`src/rtl/mc_control_fsm_if.sv`:
```
// Control bundle between the multicycle control FSM (master) and the MIPS datapath (slave).
// The mem_ready handshake exists only when MC_WAIT_STATE_EN is defined.
interface mc_control_fsm_if #(
   parameter int OPW = 6,
   parameter int SW  = 4
);
   logic [OPW-1:0] op;
   logic [OPW-1:0] funct;
`ifdef MC_WAIT_STATE_EN
   logic           mem_ready;
`endif
   logic           irwrite;
   logic           pcwrite;
   logic           branch;
   logic           iord;
   logic           memwrite;
   logic           alusrca;
   logic [1:0]     alusrcb;
   logic [1:0]     pcsrc;
   logic [3:0]     aluop;
   logic           sextend;
   logic           regdst;
   logic           memtoreg;
   logic           regwrite;
   logic           illegal;
   logic [SW-1:0]  state;

   modport master (
      input  op, funct,
`ifdef MC_WAIT_STATE_EN
      input  mem_ready,
`endif
      output irwrite, pcwrite, branch, iord, memwrite, alusrca, alusrcb, pcsrc,
      output aluop, sextend, regdst, memtoreg, regwrite, illegal, state
   );

   modport slave (
      output op, funct,
`ifdef MC_WAIT_STATE_EN
      output mem_ready,
`endif
      input  irwrite, pcwrite, branch, iord, memwrite, alusrca, alusrcb, pcsrc,
      input  aluop, sextend, regdst, memtoreg, regwrite, illegal, state
   );
endinterface

```
`src/rtl/mc_control_fsm.sv`:
```
// Multicycle MIPS control FSM: sequences each instruction over a shared ALU and unified memory.
// Optional memory wait states are enabled with the MC_WAIT_STATE_EN macro.
module mc_control_fsm #(
   parameter int OPW = 6,
   parameter int SW  = 4
) (
   input  logic          clk,
   input  logic          reset,
   mc_control_fsm_if.master bus
);

   typedef enum logic [SW-1:0] {
      S_FETCH  = 4'd0,
      S_DECODE = 4'd1,
      S_MEMADR = 4'd2,
      S_MEMRD  = 4'd3,
      S_MEMWB  = 4'd4,
      S_MEMWR  = 4'd5,
      S_REX    = 4'd6,
      S_ALUWB  = 4'd7,
      S_BEQ    = 4'd8,
      S_IEX    = 4'd9,
      S_JMP    = 4'd10
   } state_e;

   typedef struct packed {
      logic       irwrite;
      logic       pcwrite;
      logic       branch;
      logic       iord;
      logic       memwrite;
      logic       alusrca;
      logic [1:0] alusrcb;
      logic [1:0] pcsrc;
      logic [3:0] aluop;
      logic       sextend;
      logic       regdst;
      logic       memtoreg;
      logic       regwrite;
   } ctrl_t;

   localparam logic [OPW-1:0] OP_RTYPE = 6'b000000;
   localparam logic [OPW-1:0] OP_J     = 6'b000010;
   localparam logic [OPW-1:0] OP_BEQ   = 6'b000100;
   localparam logic [OPW-1:0] OP_ADDI  = 6'b001000;
   localparam logic [OPW-1:0] OP_SLTI  = 6'b001010;
   localparam logic [OPW-1:0] OP_ANDI  = 6'b001100;
   localparam logic [OPW-1:0] OP_ORI   = 6'b001101;
   localparam logic [OPW-1:0] OP_LW    = 6'b100011;
   localparam logic [OPW-1:0] OP_SW    = 6'b101011;

   localparam logic [3:0] ALU_AND = 4'b0000;
   localparam logic [3:0] ALU_OR  = 4'b0001;
   localparam logic [3:0] ALU_ADD = 4'b0010;
   localparam logic [3:0] ALU_SUB = 4'b0110;
   localparam logic [3:0] ALU_SLT = 4'b0111;
   localparam logic [3:0] ALU_NOR = 4'b1100;

   state_e state_q, state_d;
   ctrl_t  ctrl_q, ctrl_d;
   logic   iex_q, iex_d;
   logic   mem_ok;

   function automatic logic funct_ok(input logic [OPW-1:0] f);
      case (f)
         6'b100000, 6'b100010, 6'b100100,
         6'b100101, 6'b101010, 6'b100111: funct_ok = 1'b1;
         default:                         funct_ok = 1'b0;
      endcase
   endfunction

   function automatic logic [3:0] rtype_aluop(input logic [OPW-1:0] f);
      case (f)
         6'b100010: rtype_aluop = ALU_SUB;
         6'b100100: rtype_aluop = ALU_AND;
         6'b100101: rtype_aluop = ALU_OR;
         6'b101010: rtype_aluop = ALU_SLT;
         6'b100111: rtype_aluop = ALU_NOR;
         default:   rtype_aluop = ALU_ADD;
      endcase
   endfunction

   // Control word of a state; the FSM registers the word of the state it is entering.
   function automatic ctrl_t decode_ctrl(input state_e s, input logic [OPW-1:0] o,
                                         input logic [OPW-1:0] f, input logic iex);
      ctrl_t c;
      c = '0;
      case (s)
         S_FETCH: begin
            c.alusrcb = 2'b01; c.aluop = ALU_ADD; c.irwrite = 1'b1; c.pcwrite = 1'b1;
         end
         S_DECODE: begin
            c.alusrcb = 2'b11; c.aluop = ALU_ADD;
         end
         S_MEMADR: begin
            c.alusrca = 1'b1; c.alusrcb = 2'b10; c.sextend = 1'b1; c.aluop = ALU_ADD;
         end
         S_MEMRD: c.iord = 1'b1;
         S_MEMWB: begin
            c.memtoreg = 1'b1; c.regwrite = 1'b1;
         end
         S_MEMWR: begin
            c.iord = 1'b1; c.memwrite = 1'b1;
         end
         S_REX: begin
            c.alusrca = 1'b1; c.alusrcb = 2'b00; c.aluop = rtype_aluop(f);
         end
         S_ALUWB: begin
            c.regdst = ~iex; c.regwrite = 1'b1;
         end
         S_BEQ: begin
            c.alusrca = 1'b1; c.aluop = ALU_SUB; c.pcsrc = 2'b01; c.branch = 1'b1;
         end
         S_IEX: begin
            c.alusrca = 1'b1; c.alusrcb = 2'b10;
            case (o)
               OP_SLTI: begin c.aluop = ALU_SLT; c.sextend = 1'b1; end
               OP_ANDI: begin c.aluop = ALU_AND; c.sextend = 1'b0; end
               OP_ORI:  begin c.aluop = ALU_OR;  c.sextend = 1'b0; end
               default: begin c.aluop = ALU_ADD; c.sextend = 1'b1; end
            endcase
         end
         S_JMP: begin
            c.pcsrc = 2'b10; c.pcwrite = 1'b1;
         end
         default: c = '0;
      endcase
      return c;
   endfunction

`ifdef MC_WAIT_STATE_EN
   assign mem_ok = bus.mem_ready;
`else
   assign mem_ok = 1'b1;
`endif

   always_comb begin
      state_d = S_FETCH;
      case (state_q)
         S_FETCH:  state_d = mem_ok ? S_DECODE : S_FETCH;
         S_DECODE: begin
            case (bus.op)
               OP_LW, OP_SW:                      state_d = S_MEMADR;
               OP_RTYPE:                          state_d = funct_ok(bus.funct) ? S_REX : S_FETCH;
               OP_BEQ:                            state_d = S_BEQ;
               OP_J:                              state_d = S_JMP;
               OP_ADDI, OP_ANDI, OP_ORI, OP_SLTI: state_d = S_IEX;
               default:                           state_d = S_FETCH;
            endcase
         end
         S_MEMADR: state_d = (bus.op == OP_LW) ? S_MEMRD : S_MEMWR;
         S_MEMRD:  state_d = mem_ok ? S_MEMWB : S_MEMRD;
         S_MEMWR:  state_d = mem_ok ? S_FETCH : S_MEMWR;
         S_REX:    state_d = S_ALUWB;
         S_IEX:    state_d = S_ALUWB;
         default:  state_d = S_FETCH;
      endcase
      iex_d  = (state_q == S_IEX) | (iex_q & (state_q != S_FETCH));
      ctrl_d = decode_ctrl(state_d, bus.op, bus.funct, iex_d);
   end

   always_ff @(posedge clk) begin
      if (reset) begin
         state_q <= S_FETCH;
         ctrl_q  <= decode_ctrl(S_FETCH, bus.op, bus.funct, 1'b0);
         iex_q   <= 1'b0;
      end else begin
         state_q <= state_d;
         ctrl_q  <= ctrl_d;
         iex_q   <= iex_d;
      end
   end

   // Outputs are forced low while reset is held; FETCH strobes wait for the memory.
   assign bus.irwrite  = ~reset & ctrl_q.irwrite & mem_ok;
   assign bus.pcwrite  = ~reset & ctrl_q.pcwrite & (mem_ok | (state_q != S_FETCH));
   assign bus.branch   = ~reset & ctrl_q.branch;
   assign bus.iord     = ~reset & ctrl_q.iord;
   assign bus.memwrite = ~reset & ctrl_q.memwrite;
   assign bus.alusrca  = ~reset & ctrl_q.alusrca;
   assign bus.alusrcb  = reset ? 2'b00 : ctrl_q.alusrcb;
   assign bus.pcsrc    = reset ? 2'b00 : ctrl_q.pcsrc;
   assign bus.aluop    = reset ? 4'b0000 : ctrl_q.aluop;
   assign bus.sextend  = ~reset & ctrl_q.sextend;
   assign bus.regdst   = ~reset & ctrl_q.regdst;
   assign bus.memtoreg = ~reset & ctrl_q.memtoreg;
   assign bus.regwrite = ~reset & ctrl_q.regwrite;
   assign bus.state    = reset ? '0 : state_q;
   // The IR loads at the end of FETCH, so the illegal flag decodes the live opcode in DECODE.
   assign bus.illegal  = ~reset & (state_q == S_DECODE) &
                         ~((bus.op == OP_RTYPE) ? funct_ok(bus.funct) :
                           (bus.op inside {OP_LW, OP_SW, OP_BEQ, OP_J,
                                           OP_ADDI, OP_ANDI, OP_ORI, OP_SLTI}));

endmodule

```
`src/flat_wrapper.sv`:
```
// flat-port wrapper written by rule: the top's interface ports become plain ports
module mc_control_fsm_flat 
#(
   parameter int OPW = 6,
   parameter int SW  = 4
)
  (clk, reset, bus_op, bus_funct, bus_irwrite, bus_pcwrite, bus_branch, bus_iord, bus_memwrite, bus_alusrca, bus_alusrcb, bus_pcsrc, bus_aluop, bus_sextend, bus_regdst, bus_memtoreg, bus_regwrite, bus_illegal, bus_state);
  mc_control_fsm_if #(.OPW(OPW), .SW(SW)) bus_i ();
  input  logic clk;
  input  logic reset;
  input wire logic [$bits(bus_i.op)-1:0] bus_op;
  input wire logic [$bits(bus_i.funct)-1:0] bus_funct;
  output wire logic [$bits(bus_i.irwrite)-1:0] bus_irwrite;
  output wire logic [$bits(bus_i.pcwrite)-1:0] bus_pcwrite;
  output wire logic [$bits(bus_i.branch)-1:0] bus_branch;
  output wire logic [$bits(bus_i.iord)-1:0] bus_iord;
  output wire logic [$bits(bus_i.memwrite)-1:0] bus_memwrite;
  output wire logic [$bits(bus_i.alusrca)-1:0] bus_alusrca;
  output wire logic [$bits(bus_i.alusrcb)-1:0] bus_alusrcb;
  output wire logic [$bits(bus_i.pcsrc)-1:0] bus_pcsrc;
  output wire logic [$bits(bus_i.aluop)-1:0] bus_aluop;
  output wire logic [$bits(bus_i.sextend)-1:0] bus_sextend;
  output wire logic [$bits(bus_i.regdst)-1:0] bus_regdst;
  output wire logic [$bits(bus_i.memtoreg)-1:0] bus_memtoreg;
  output wire logic [$bits(bus_i.regwrite)-1:0] bus_regwrite;
  output wire logic [$bits(bus_i.illegal)-1:0] bus_illegal;
  output wire logic [$bits(bus_i.state)-1:0] bus_state;
  assign bus_i.op = bus_op;
  assign bus_i.funct = bus_funct;
  assign bus_irwrite = bus_i.irwrite;
  assign bus_pcwrite = bus_i.pcwrite;
  assign bus_branch = bus_i.branch;
  assign bus_iord = bus_i.iord;
  assign bus_memwrite = bus_i.memwrite;
  assign bus_alusrca = bus_i.alusrca;
  assign bus_alusrcb = bus_i.alusrcb;
  assign bus_pcsrc = bus_i.pcsrc;
  assign bus_aluop = bus_i.aluop;
  assign bus_sextend = bus_i.sextend;
  assign bus_regdst = bus_i.regdst;
  assign bus_memtoreg = bus_i.memtoreg;
  assign bus_regwrite = bus_i.regwrite;
  assign bus_illegal = bus_i.illegal;
  assign bus_state = bus_i.state;
  mc_control_fsm #(.OPW(OPW), .SW(SW)) u_core (.clk(clk), .reset(reset), .bus(bus_i));
endmodule
```
`config.mk`:
```
export PLATFORM = sky130hd
export DESIGN_NAME = mc_control_fsm_flat
export DESIGN_NICKNAME = d
export VERILOG_FILES = /design/src/rtl/mc_control_fsm_if.sv /design/src/rtl/mc_control_fsm.sv /design/src/flat_wrapper.sv
export SDC_FILE = /design/constraint.sdc
export NUM_CORES = 1
export LEC_CHECK = 0
export ABC_CLOCK_PERIOD_IN_PS = 2930
export CAP_MARGIN = 10
export CORE_AREA = 2 2 56 58
export CTS_BUF_LIST = sky130_fd_sc_hd__clkbuf_2 sky130_fd_sc_hd__clkbuf_4 sky130_fd_sc_hd__clkbuf_8
export DETAILED_ROUTE_END_ITERATION = 10
export DIE_AREA = 0 0 58 60
export HOLD_SLACK_MARGIN = 0.08
export PLACE_DENSITY = 0.77
export SKIP_CTS_REPAIR_TIMING = 1
export SLEW_MARGIN = 10
export SYNTH_ARGS = -nofsm -noshare
export SYNTH_HDL_FRONTEND = slang
export SYNTH_SLANG_ARGS = --single-unit
```
`constraint.sdc`:
```
create_clock -name clk -period 2.93 [get_ports clk]
set_clock_uncertainty 0.15 [all_clocks]
set_input_delay 0.586 -clock clk [delete_from_list [all_inputs] [get_ports clk]]
set_output_delay 0.586 -clock clk [all_outputs]
set_load 0.01 [all_outputs]
```
==> metrics list, run 1 <==
- Sequential standard cell area: 460 µm²
- Before antenna repair, the detailed router went through 4 iterations.
- Net Switching: 0.000158 W
- Count of antenna diodes in the layout: 0
* Arrival time reported for the critical path endpoint: 2090 ps
- Launch point of the worst reg-to-reg path: u_core.state_q[3]
* R2r worst-path depth: 6
- After detailed routing, the met2 layer carries 1.70 mm of wire.
- Clock transition at the registers of the reported paths: 110 ps
- In the final layout, the share of cells above drive strength 1 is 0.242.
* Required time of the critical path: 2190 ps
- Clock tree buffer depth: 2
- Maximum VDD drop: 0.245 mV
- The number of hold violations in the final report is 0.
- The total overflow left after global routing is 0.
- After routing the design area is 0.00195 mm².
- Capturing element type of the critical path: primary output
- For this run, the top clock speed supported by timing is 354 MHz.
- For this block, the via count after detailed routing is 1373.
* Synthesized area per cell: 8.36 µm²
- In the finished design, the share of the clock period the worst path needs comes to 0.964.
- Counting distinct cell types in the post-synthesis netlist gives 54.
* Max Transition Viols Final: 0
* Number of antenna violations at the first check in global routing: 0
- From bottom edge to top edge, the die measures 60 µm.
* Min-delay worst type: reg2reg
- Number of primary I/O pins: 37
- Measured against its own limit, the worst slew margin works out to 0.723.
- The region available for standard cell placement spans 0.00290 mm².
* Tightest Pin Transition: 415 ps
- The first routing iteration left 28 violations.
* Primary FF master, synth: sky130_fd_sc_hd__dfxtp_1
- Setup violations remaining at the end of the flow were counted as 0.
- The startpoint identified for the worst hold timing path is u_core.iex_q.
* Post-Synthesis Net Count: 179
- Outcome: completed
- Total CTS buffers: 3
* Switching power share of the total: 0.257
- Along the worst hold path, the cell count comes to 1.
- The critical path is of the in2out type.
- Fin crit period: 2820 ps
- Input/output buffers: 36
- The share of the Yosys chip area taken by registers is 0.334.
* Part of the total power dissipated in sequential elements: 0.529
* Internal power summed over all cells: 0.000456 W
- Kind of launch point of the worst setup path: input pin
- Routed length on met1: 1.46 mm
* Netlist area before placement: 0.00138 mm²
* H-tree level count: 1
- All-layer global routing usage: 0.203
* Number of standard-cell rows in the floorplan: 20
- In this run the power density over the cells is 315 mW/mm².
- In this run, synthesis inferred 0 flip-flops with an integrated enable.
- The wire-length estimate of the detail-placed layout is 2.68 mm.
- Die width: 58 µm
- Setup repair after global routing left no endpoint under its margin.
- Starting density of the core: 0.475
* Average routed wire per standard cell: 13.0 µm
- Summing all placed instances gives a cell area of 0.00191 mm².
- Synthesis inferred 23 register bits.
- Compared with the post-synthesis result, the final layout area differs by 41.5%.
- CTS placed an instance of sky130_fd_sc_hd__clkbuf_4 at the clock tree root.
- The share of total power dissipated in combinational logic is 0.227.
* Number of instances in the synthesized netlist: 165
* Fillers: 256
* Number of violations of the max-capacitance limit: 0
- Leak Pwr: 0.837 nW
- At the end of routability-driven placement, the weighted congestion stood at 0.904.
* Proportion of power drawn by the clock network: 0.244
- In this run the remaining antenna-violating nets after routing total 0.
- Post-route DRC violation count: 0
- The first global-routing pass estimated 5.49 mm of wire.
- Flop2flop setup slack: 800 ps
* Via count of the first global-routing pass: 1305
- Worst r2r dst: u_core.ctrl_q[14]
* Detailed route wirelength on metal3: 115 µm
- Entering global routing, the biggest net connects 18 pins.
- For this design, the sink count on the clock tree is 23.
- The final layout contains routed wiring with a total length of 3.33 mm.
- Highest Signal Layer: met4
- TritonCTS built the clock tree.
* Vias per cell: 5.36
* Maximum fanout along the worst path: 7
* Full die area: 0.00348 mm²
- Sink of the worst hold path: u_core.ctrl_q[2]
- Multi-input logic area: 823 µm²
* Clock latency on the worst-skew pair: 310 ps
- Overall Power: 0.000615 W
- Counting flops with an async set or reset pin after synthesis yields a share of 0.
- In the final design database the tool counted 238 nets.
- During synthesis, Yosys emitted a total of 0 warnings.
[critical path, cell delays in order]
cell and delay, ps:
sky130_fd_sc_hd__clkdlybuf4s50_1 450, sky130_fd_sc_hd__buf_4 180, sky130_fd_sc_hd__or3_1 370, sky130_fd_sc_hd__a31oi_1 280, sky130_fd_sc_hd__a21oi_2 80, sky130_fd_sc_hd__buf_2 140
[synthesized netlist by cell type (3+ instances only)]
cell type,count,area (µm²)
sky130_fd_sc_hd__a21oi_1,7,35.0
sky130_fd_sc_hd__a31oi_1,5,31.3
sky130_fd_sc_hd__buf_6,3,33.8
sky130_fd_sc_hd__clkbuf_1,3,11.3
sky130_fd_sc_hd__dfxtp_1,23,460
sky130_fd_sc_hd__inv_1,4,15.0
sky130_fd_sc_hd__nand2_1,14,52.6
sky130_fd_sc_hd__nand2b_1,4,25.0
sky130_fd_sc_hd__nand3_1,8,40.0
sky130_fd_sc_hd__nor2_1,13,48.8
sky130_fd_sc_hd__nor2b_1,22,138
sky130_fd_sc_hd__nor3_1,4,20.0
sky130_fd_sc_hd__o21ai_0,3,15.0
sky130_fd_sc_hd__or3_1,3,18.8
[state kept, by name (all words and copies together) (netlist names)]
name / count
u_core.iex_q: 1
u_core.state_q: 4
u_core.ctrl_q: 18
[area by class of cell]
type                            instances  share of cell area
Inverter                                6              0.0115
Tap cell                               33              0.0212
Timing Repair Buffer                   64               0.294
Sequential cell                        23               0.236
Clock buffer                            4              0.0154
Multi-Input combinational cell        126               0.422
[stage by stage]
stage | utilization | hold slack, ps | cells | worst slack, ps | setup TNS [ps]
6_report | 0.672 | 311 | 256 | 105 | 0
5_1_grt | 0.672 | 341 | 256 | 20.5 | 0
4_1_cts | 0.667 | 310 | 256 | -505 | -505
3_5_place_dp | 0.657 | 299 | 252 | -490 | -1030
3_3_place_gp | 0.657 | 286 | 252 | -457 | -567
2_1_floorplan | - | 275 | 165 | 274 | 0
[power groups by stage]
stage	logic, W	clock network (W)	registers, W
floorplan	0.0000726	0	0.000328
global placement	0.000135	0	0.000332
detailed placement	0.000139	0	0.000332
CTS	0.000140	0.000152	0.000325
global route	0.000152	0.000165	0.000326
finish	0.000139	0.000150	0.000325
[cells in the final DEF (no fill, tap or decap), types with 3 or more instances in the layout]
master / netlist / routed
sky130_fd_sc_hd__dfxtp_1: 23 / 23
sky130_fd_sc_hd__nand3_1: 8 / 8
sky130_fd_sc_hd__buf_4: 1 / 28
sky130_fd_sc_hd__dlymetal6s2s_1: 0 / 3
sky130_fd_sc_hd__nor2b_1: 22 / 22
sky130_fd_sc_hd__nand2_1: 14 / 14
sky130_fd_sc_hd__inv_1: 4 / 4
sky130_fd_sc_hd__a31oi_1: 5 / 5
sky130_fd_sc_hd__or3_1: 3 / 3
sky130_fd_sc_hd__clkbuf_4: 0 / 4
sky130_fd_sc_hd__nor3_1: 4 / 4
sky130_fd_sc_hd__nand2b_1: 4 / 3
sky130_fd_sc_hd__clkdlybuf4s50_1: 0 / 32
sky130_fd_sc_hd__o21ai_0: 3 / 3
sky130_fd_sc_hd__a21oi_1: 7 / 6
sky130_fd_sc_hd__nor2_1: 13 / 13
[cells by family (layout without fill, tap and decap cells)]
| logic type | Yosys count | after routing | synth area share |
|---|---|---|---|
| simple gates | 91 | 91 | 0.397 |
| flops | 23 | 23 | 0.334 |
| compound gates | 32 | 32 | 0.172 |
| xor+xnor | 1 | 1 | 0.00635 |
| buf+inv | 16 | 74 | 0.0771 |
| mux | 2 | 2 | 0.0145 |
[routing by layer]
layer,global-route usage,vias up
met3,0.0173,5
met2,0.381,32
met1,0.235,647
met5,0,-
met4,0.0864,0
li1,-,689
[worst max-delay path by stage]
stage / end / startpoint / cells after the start
floorplan: bus_illegal / bus_op[1] / 5
global placement: bus_illegal / bus_op[1] / 6
detailed placement: bus_illegal / bus_op[2] / 6
CTS: bus_illegal / bus_op[2] / 6
global route: bus_illegal / bus_op[0] / 6
finish: bus_illegal / bus_op[0] / 6
Note: power is estimated with default switching activity, not from simulation.
==> run 2, diff against run 1 <==
CTS_CLUSTER_SIZE = 24   (was default)
GPL_ROUTABILITY_DRIVEN = 1   (was default)
==> results of run 2 <==
Final layout, timing and power as in run 1 (identical DEF).
==> run 3, diff against run 2 <==
==> constraint.sdc (replaced) <==
create_clock -name clk -period 2.93 [get_ports clk]
set_clock_uncertainty 0.15 [all_clocks]
set_input_delay 0.4395 -clock clk [delete_from_list [all_inputs] [get_ports clk]]
set_output_delay 0.4395 -clock clk [all_outputs]
set_load 0.1 [all_outputs]
==> metrics list, run 3 (same netlist as run 1, synthesis figures left out) <==
* Full die area: 0.00348 mm²
- Antenna viol nets, final: 0
* Global-route wire length before repair: 5.15 mm
- Met3 Use GR: 0.0108
* Kind of launch point of the worst setup path: input pin
- Number of flip-flops in the largest register: 18
* Most heavily used metal layer in global routing: met2
- Critical-path cell list: clkdlybuf4s50_1 > or3_4 > or4_4 > nand2b_4 > a21oi_4 > buf_12
- In this run the worst path has a maximum fanout of 3.
* Switching power share of the total: 0.308
* Starting density of the core: 0.475
* Clock tree from TritonCTS: built
- Die boundary height: 60 µm
- In this run the tightest slew margin relative to its limit is 0.602.
- Worst-path cell with the longest stage delay: sky130_fd_sc_hd__or4_4
* Crit path largest cell delay: 470 ps
* Tightest Pin Transition: 596 ps
* Gp weighted congestion: 0.852
- STA puts the critical path data required time at 2340 ps.
- Global routing finished with a remaining overflow of 0.
- Total CTS buffers: 3
- Maximum VDD drop: 0.289 mV
- Kind of critical path: in2out
- CTS sink cnt: 23
- Power per cell area: 325 mW/mm²
- The number of hold violations in the final report came to 0.
- The clock passes through at most 2 buffers.
- Counting flops per register, the top entry is u_core.ctrl_q.
* Die width: 58 µm
* Capturing element type of the critical path: primary output
* Proportion of power drawn by the clock network: 0.218
* Finish-stage setup viols: 0
* All-layer global routing usage: 0.189
- 37 I/O pins were placed.
- The worst hold path belongs to the class reg2reg.
- The worst path in the final design needs a cycle of 2870 ps, including I/O delays and setup.
- Total vias in the final route: 1317
* Clock latency on the worst-skew pair: 300 ps
- Row generation in the floorplan step produced 20 rows.
- The via count of the first global-routing pass was 1240.
- Clock transition at the registers of the reported paths: 110 ps
- After legalization and detailed placement, the total HPWL measured 2.52 mm.
* Input/output buffers: 36
* Layout Nets: 219
* Average routed wire per standard cell: 12.8 µm
* Arrival time reported for the critical path endpoint: 2280 ps
- Final Routed Wirelength: 3.03 mm
- Counting tap cells, the placed design contains a total of 233 instances.
- Count of antenna diodes in the layout: 0
* Part of the power in combinational logic: 0.293
* Core box area: 0.00290 mm²
- Hold is met by 335 ps.
- The top cell types in the final layout, fill and taps aside, are sky130_fd_sc_hd__buf_12, sky130_fd_sc_hd__dfxtp_1, sky130_fd_sc_hd__nor2b_1.
- Number of violations of the max-capacitance limit: 0
* Post-route DRC violation count: 0
- After detailed routing, the number of vias per cell comes to 5.56.
* Starting DRT DRC Count: 40
- H-tree level count: 1
- Length of the first detailed-routing pass in iterations: 4
* Final clock period utilization by the worst path: 0.980
- Part of the total power dissipated in sequential elements: 0.489
* Fraction of final layout cells sized beyond drive strength 1: 0.279
- The initial antenna violation count is 0.
- Largest net degree at the start of global routing: 20
- In this run the clock root is driven by a sky130_fd_sc_hd__clkbuf_4.
- In this run the static leakage power is 0.832 nW.
- Adding up every negative setup slack in the final design gives 0 ps.
- The max-slew violation count is 0.
- Biggest registers after layout: u_core.ctrl_q (18), u_core.state_q (4), u_core.iex_q (1)
- For this run, global-route usage on met1 was measured as 0.216.
- RSZ-0062 raised after global routing: no
- In the global route stage, met2 resource usage came out at 0.344.
* Net Switching: 0.000205 W
- Compared with the post-synthesis result, the final layout area differs by 48.2%.
- Outcome: completed
- Internal power summed over all cells: 0.000460 W
- Non-filler instance count after layout: 237
- For this run, the top clock speed supported by timing is 348 MHz.
-- run 3: final timing paths --
kind         slack [ps]           endpoint  depth (start not counted)         startpoint
min                 340   u_core.ctrl_q[2]                          1       u_core.iex_q
max                  60        bus_illegal                          6          bus_op[1]
max reg2reg         860  u_core.ctrl_q[14]                          6  u_core.state_q[3]
min reg2reg         340   u_core.ctrl_q[2]                          1       u_core.iex_q
-- run 3: area by class of cell --
type / count / area (µm²)
clock buffer: 4 / 30.0
fill: 219 / 860
inverter: 6 / 22.5
multi-input combinational: 126 / 831
sequential: 23 / 460
tap: 33 / 41.3
timing repair buffer: 45 / 658
-- run 3: stage by stage --
step | power [W] | worst slack, ps | util | cell area [µm²]
6_report | 0.000664 | 59.0 | 0.704 | 2040
5_1_grt | 0.000692 | 9.66 | 0.704 | 2040
4_1_cts | 0.000664 | 0.870 | 0.701 | 2040
3_3_place_gp | 0.000521 | 65.2 | 0.691 | 2010
2_1_floorplan | 0.000454 | 136 | - | 1390
3_5_place_dp | 0.000525 | 4.92 | 0.691 | 2010
-- run 3: worst max-delay path: cells and delay by family --
family | cells | cell delay, ps
AO/OA/AOI/OAI | 1 | 180
buffers and inverters | 2 | 620
AND/OR/NAND/NOR | 3 | 1050
-- run 3: metal layers --
metal | vias up | share of wire
met2 | 39 | 0.51
met5 | - | 0
met4 | 0 | 0.027
met3 | 9 | 0.037
li1 | 657 | -
met1 | 612 | 0.43
-- run 3: power by group through the flow --
stage	logic, W	registers [W]	clock network (W)
CTS	0.000194	0.000325	0.000146
global placement	0.000190	0.000332	0
detailed placement	0.000194	0.000332	0
global route	0.000206	0.000326	0.000161
floorplan	0.000125	0.000328	0
finish	0.000195	0.000325	0.000145
